`src/rtl/stage_writeback.sv`:
```
// Write-back stage: commits results to RAM or queues them for output devices.
// Define STAGE_WB_FWD_EN to expose the RAM write on fwd_* for fetch bypass.
module stage_writeback #(
  parameter int FIFO_DEPTH = 4,
  parameter int CNT_W      = 3
) (
  input  logic             clk,
  input  logic             reset_n,
  input  logic             in_valid,
  output logic             in_ready,
  input  logic [1:0]       mblock_s3,
  input  logic [7:0]       vr_dest,
  input  logic [31:0]      vr_value,
  output logic             ram_we,
  output logic [15:0]      ram_address,
  output logic [31:0]      ram_value,
  output logic             output_devices_valid,
  input  logic             output_devices_ready,
  output logic [7:0]       output_devices_address,
  output logic [31:0]      output_devices_value,
  output logic [CNT_W-1:0] fifo_count,
  output logic             fwd_valid,
  output logic [15:0]      fwd_address,
  output logic [31:0]      fwd_value
);

  localparam int AW = (FIFO_DEPTH > 1) ? $clog2(FIFO_DEPTH) : 1;

  logic [7:0]       r_fa [FIFO_DEPTH];
  logic [31:0]      r_fv [FIFO_DEPTH];
  logic [AW-1:0]    r_wp;
  logic [AW-1:0]    r_rp;
  logic [CNT_W-1:0] r_count;
  logic             r_ram_we;
  logic [15:0]      r_ram_address;
  logic [31:0]      r_ram_value;

  logic w_full;
  logic w_acc;
  logic w_push;
  logic w_pop;
  logic w_ram;

  // Full blocks only device writes; a same-cycle pop does not make room.
  assign w_full   = (r_count == CNT_W'(FIFO_DEPTH));
  assign in_ready = !((mblock_s3 == 2'd2) && w_full);
  assign w_acc    = in_valid && in_ready;
  assign w_ram    = w_acc && (mblock_s3 == 2'd0);
  assign w_push   = w_acc && (mblock_s3 == 2'd2);
  assign w_pop    = output_devices_valid && output_devices_ready;

  always_ff @(posedge clk) begin
    if (!reset_n) begin
      r_ram_we      <= 1'b0;
      r_ram_address <= 16'h0000;
      r_ram_value   <= 32'h0;
    end else begin
      r_ram_we <= w_ram;
      if (w_ram) begin
        r_ram_address <= {8'h00, vr_dest};
        r_ram_value   <= vr_value;
      end
    end
  end

  always_ff @(posedge clk) begin
    if (!reset_n) begin
      r_wp    <= '0;
      r_rp    <= '0;
      r_count <= '0;
      for (int i = 0; i < FIFO_DEPTH; i++) begin
        r_fa[i] <= 8'h00;
        r_fv[i] <= 32'h0;
      end
    end else begin
      if (w_push) begin
        r_fa[r_wp] <= vr_dest;
        r_fv[r_wp] <= vr_value;
        r_wp       <= r_wp + AW'(1);
      end
      if (w_pop) begin
        r_rp <= r_rp + AW'(1);
      end
      case ({w_push, w_pop})
        2'b10:   r_count <= r_count + CNT_W'(1);
        2'b01:   r_count <= r_count - CNT_W'(1);
        default: r_count <= r_count;
      endcase
    end
  end

  assign ram_we                 = r_ram_we;
  assign ram_address            = r_ram_address;
  assign ram_value              = r_ram_value;
  assign fifo_count             = r_count;
  assign output_devices_valid   = (r_count != '0);
  assign output_devices_address = r_fa[r_rp];
  assign output_devices_value   = r_fv[r_rp];

`ifdef STAGE_WB_FWD_EN
  assign fwd_valid   = r_ram_we;
  assign fwd_address = r_ram_we ? r_ram_address : 16'h0000;
  assign fwd_value   = r_ram_we ? r_ram_value : 32'h0;
`else
  assign fwd_valid   = 1'b0;
  assign fwd_address = 16'h0000;
  assign fwd_value   = 32'h0;
`endif

endmodule

```
`config.mk`:
```
export PLATFORM = sky130hd
export DESIGN_NAME = stage_writeback
export DESIGN_NICKNAME = d
export VERILOG_FILES = /design/src/rtl/stage_writeback.sv
export SDC_FILE = /design/constraint.sdc
export NUM_CORES = 1
export LEC_CHECK = 0
export ABC_CLOCK_PERIOD_IN_PS = 16239
export CORE_MARGIN = 4
export CORE_UTILIZATION = 45
export DETAILED_ROUTE_END_ITERATION = 10
export DONT_BUFFER_PORTS = 1
export PLACE_DENSITY = 0.67
export SLEW_MARGIN = 20
export SYNTH_ARGS = -nofsm -noshare
export SYNTH_HDL_FRONTEND = slang
export SYNTH_SLANG_ARGS = --single-unit
```
`constraint.sdc`:
```
create_clock -name clk -period 16.24 [get_ports clk]
set_input_delay 4.06 -clock clk [delete_from_list [all_inputs] [get_ports clk]]
set_output_delay 4.06 -clock clk [all_outputs]
set_load 0.05 [all_outputs]
```
# ---- Word level (Yosys, flattened, before mapping)
# Memories as Yosys holds them, arrays and structs flattened. A register that Yosys moved wholly into a read port is not among the register bits.
# Cells that the tools add are included.
dict set report totals {
  regBits 48
  ram_bits 160
  inputBits 46
  output_inout_bits 143
  elab_cells 42
  n_memories 2
}
# name depth word_bits rd rd_ports_with_merged_regs wr line_no
set mem_list {}
lappend mem_list {r_fv 4 32 1 1 4 30} ;# logic [31:0] r_fv [FIFO_DEPTH];
lappend mem_list {r_fa 4 8 1 1 4 29} ;# logic [7:0] r_fa [FIFO_DEPTH];
dict set report op_classes {
  n_addsub 4
  n_eq_ne 4
  mux 15
  reduce_logical 11
}
# cell n
set ops {}
lappend ops {{2-to-1 mux 32 bit} 1}
lappend ops {{OR reduction 32 bit} 1}
lappend ops {{2-to-1 mux 2 bit} 6}
lappend ops {{2-to-1 mux 8 bit} 1}
lappend ops {{OR reduction 8 bit} 1}
lappend ops {{2-to-1 mux 1 bit} 6}
lappend ops {{case mux 3 bit (2 select lines)} 1}
lappend ops {{logical AND 1 bit} 5}
lappend ops {{adder 2 x 1 -> 2 bit, second input constant} 2}
lappend ops {{== test 2 bit, second input constant} 2}
lappend ops {{adder 3 x 1 -> 3 bit, second input constant} 1}
lappend ops {{== test 3 bit, second input constant} 1}
lappend ops {{nonzero test 3 bit} 1}
lappend ops {{subtractor 3 x 1 -> 3 bit, second input constant} 1}
lappend ops {{== test 2 x 1 -> 1 bit, second input constant} 1}
lappend ops {{logical NOT 2 bit} 1}
lappend ops {{nonzero test 2 bit} 1}
lappend ops {{logical NOT 1 bit} 1}

# ---- Depth between registers and ports, before layout
dict set report logic_depth {
  depth_word 10
  depth_mapped 9
  depth_no_buf 8
}

# ---- Worst setup path after synthesis
# No wires, ideal clock.
dict set report synth_path {
  kind {input -> output}
  start {input port mblock_s3[0]}
  end {output port in_ready}
  arrival_time_ps 4518
  required_ps 12180
  slack_ps 7662
  cell_stages 1
  n_path_buf 0
  cell_sequence {nand3b_1}
}
dict set report synth_via {
  elab_chain_len 3
}
# element line_no
set synth_lines {}
lappend synth_lines {{start, declared} 11} ;# input logic [1:0] mblock_s3,
lappend synth_lines {{== test 2 bit} 46} ;# assign in_ready = !((mblock_s3 == 2'd2) && w_full);
lappend synth_lines {{logical AND 1 bit} 46}
lappend synth_lines {{logical NOT 1 bit} 46}
lappend synth_lines {{end, declared} 10} ;# output logic in_ready,
# Every way passes these cells.

# ---- Worst setup path after layout
# Same ends and word-level chain as after synthesis.

==> flow_summary.json <==
{
  "grt_overflow": 0,
  "yosys_warnings": 0,
  "root_buffer": "clkbuf_16",
  "post_cts_buffers": 0,
  "ios": 189,
  "wl_met1_microns": 7466,
  "worst_path_largest_cell_delay_ns": 0.47,
  "vdd_drop_max_mv": 0.06256,
  "synth_cell_types": 40,
  "rsz0062_at_grt": "false",
  "grt_antenna_before_repair": 0,
  "min_period_over_period_pct": 52.94,
  "drc": 0,
  "critPathKind": "primary input to primary output",
  "met3_length_microns": 1591,
  "grt_pass1_wl_microns": 29550,
  "p_int_w": 0.001002,
  "required_ns": 12.18,
  "start_util_pct": 46.31,
  "rows": 51,
  "via_count": 5128,
  "drt-total-wl_microns": 19650,
  "drt_first_iter_violations": 351,
  "netSwitchingFraction_pct": 30.32,
  "cts_tree": "built",
  "hold_buffers": 0,
  "run_status": "completed",
  "seqPwrFrac_pct": 46.1,
  "clkTransAtPathRegs_ns": 0.05,
  "yosysTopAreaCell": "edfxtp_1",
  "numCtsBuffers": 22,
  "leakage_nw": 3.605,
  "htreeDepth": 1,
  "drv_cap": 0,
  "setup_slack_ns": 7.643,
  "areaGrowthSynthToFinish_pct": 8.881,
  "grt_usage_pct": 17.06,
  "place.port_buffers": 0,
  "grt_max_degree": 52,
  "crit_family": "simple AND/OR/NAND/NOR gates",
  "netlist.area_leader.share_pct": 52.79,
  "switching_power_w": 0.0004359,
  "hold_ws_ns": 0.5459,
  "postRouteAntennaNets": 0,
  "dp_hpwl_microns": 11900,
  "max_slew_margin_pct": 35.48,
  "finClkSkew_ns": 0.004489,
  "drive_above_1_share_pct": 13.82,
  "dieArea_sq_um": 22560,
  "die_height_microns": 150.2,
  "min_period_ns": 8.597,
  "final_hold_viol_count": 0,
  "r2r_start": "r_wp[1]",
  "synth_edf_count": 160,
  "synth_area_leaders": "edfxtp_1 53%, dfxtp_1 11%, mux4_2 9.9%",
  "start_kind": "primary input",
  "antenna_cells": 0,
  "setup_viol_count_final": 0,
  "num-nets-final": 734,
  "cp_data_arrival_time_ns": 4.54,
  "die_w_microns": 150.2,
  "synthArstFlopShare_pct": 0,
  "clk_path_buf_depth": 3,
  "netlist_area_sq_um": 9101,
  "ys.flop_type": "edfxtp_1",
  "post_cts_resized": 0,
  "routed_via_density": 5.303,
  "slew_viol_final": 0,
  "powerDensity_nw_per_um2": 145.1,
  "met2WireLength_microns": 10100,
  "grt_pass1_vias": 5271,
  "place_ws_ns": 7.639,
  "synth_seq_area_share_pct": 63.79,
  "whs_path_depth": 2,
  "min_to": "r_rp[0]",
  "timing.rr.end": "r_fv[2][23]",
  "crit_buf_inv": 0,
  "ys_ff_latch": 210,
  "pwr-share-clk_pct": 36.9,
  "slowest_stage": "nand3b_1",
  "avgSynthCellArea_sq_um": 13.00,
  "synth_cells": 700,
  "reg2reg_depth": 3,
  "end_kind": "primary output",
  "finalSetupTns_ns": 0,
  "wire_per_inst_microns": 20.32,
  "fmax_mhz": 116.3,
  "core_sq_um": 19650,
  "combPwrFrac_pct": 17.0,
  "rrSetupSlack_ns": 13.04,
  "gp_congestion": 0.7105,
  "crit_path_cell_trace": "nand3b_1",
  "clock_sinks": 210,
  "clk_latency_ns": 0.49,
  "highest_layer": "met4",
  "min_from": "r_rp[0]",
  "hp-class": "register to register",
  "crit_fanout": 5,
  "worst_pin_slew_ns": 0.9677,
  "drt_pass1_iterations": 5
}
## worst max path at each step
stage | depth (start not counted) | start | slack, ns | to
after global routing | 1 | mblock_s3[0] | 7.63 | in_ready
after detailed placement | 1 | mblock_s3[0] | 7.64 | in_ready
final | 1 | mblock_s3[0] | 7.64 | in_ready
after CTS | 1 | mblock_s3[0] | 7.64 | in_ready
after floorplan | 1 | mblock_s3[0] | 7.66 | in_ready
after global placement | 1 | mblock_s3[0] | 7.64 | in_ready
## routing by layer
layer  global-route usage, %  vias up
li1                        -     2328
met1                   20.85     2553
met2                   29.89      210
met3                   4.395       37
met4                   5.078        0
met5                       0        -
## synthesized netlist by cell type (all sizes together) (4+ instances only)
master and n:
edfxtp 160, clkbuf 31, and3 25, buf 70
dfxtp 50, and2 68, nand2 101, nor2 67
mux4 40, nor3 4, nor4 5, a21oi 43
inv 8
## flip-flops by register name, summed over array words and instances, names as in the netlist, named ones only
register,count
r_fv,128
r_fa,32
ram_value,32
ram_address,8
fifo_count,3
r_rp,2
r_wp,2
ram_we,1
## cell type report
class,instances,area (sq um)
Timing Repair Buffer,7,52.55
Sequential cell,210,5813
Clock inverter,6,105.1
Multi-Input combinational cell,437,2900
Inverter,8,30.03
Tap cell,265,331.6
Fill cell,1703,9744
Clock buffer,34,676.9
## power by group through the flow
stage	combinational [W]	clock [W]	sequential, W
after floorplan	0.000255	0	0.000643
after global placement	0.000244	0	0.000675
after detailed placement	0.000246	0	0.000677
after CTS	0.000247	0.000540	0.000666
after global routing	0.000256	0.000562	0.000670
final	0.000244	0.000531	0.000663
## per-stage QoR
stage          instances  total power (W)  utilization (%)  cell area, sq um
2_1_floorplan        756        0.0008970                -              9311
3_3_place_gp         927        0.0009195            46.33              9105
3_5_place_dp         927        0.0009236            46.40              9120
4_1_cts              967         0.001452            50.38              9902
5_1_grt              967         0.001488            50.42              9910
6_report             967         0.001438            50.42              9910
## cell families (layout without fill, tap and decap cells)
kind of cell / Yosys count / in the layout / synth area share [%]
AO/OA/AOI/OAI: 48 / 48 / 2.750
XOR/XNOR: 4 / 4 / 0.3850
adder cells (fa/ha/maj): 2 / 2 / 0.3574
buffers and inverters: 109 / 55 / 7.286
flip-flops: 210 / 210 / 63.79
multiplexers: 41 / 41 / 10.01
other: 1 / 57 / 0.04120
AND/OR/NAND/NOR: 285 / 285 / 15.38
## cells in the final DEF (no fill, tap or decap), types with 2 or more instances in the layout
master	count
nor4_1	3
a21oi_1	43
xor2_1	3
clkbuf_1	5
and3_1	25
nor3_1	3
edfxtp_1	160
bufinv_16	3
mux4_2	40
nand2_1	98
nor2_1	67
buf_4	7
clkinv_2	3
clkbuf_8	6
inv_1	7
nand2_4	3
or4_1	2
or3b_2	2
conb_1	57
and2_1	68
dfxtp_1	48
clkbuf_16	23
or3_1	2
dfxtp_4	2
nand3b_1	2
Note: power is estimated with default switching activity, not from simulation.
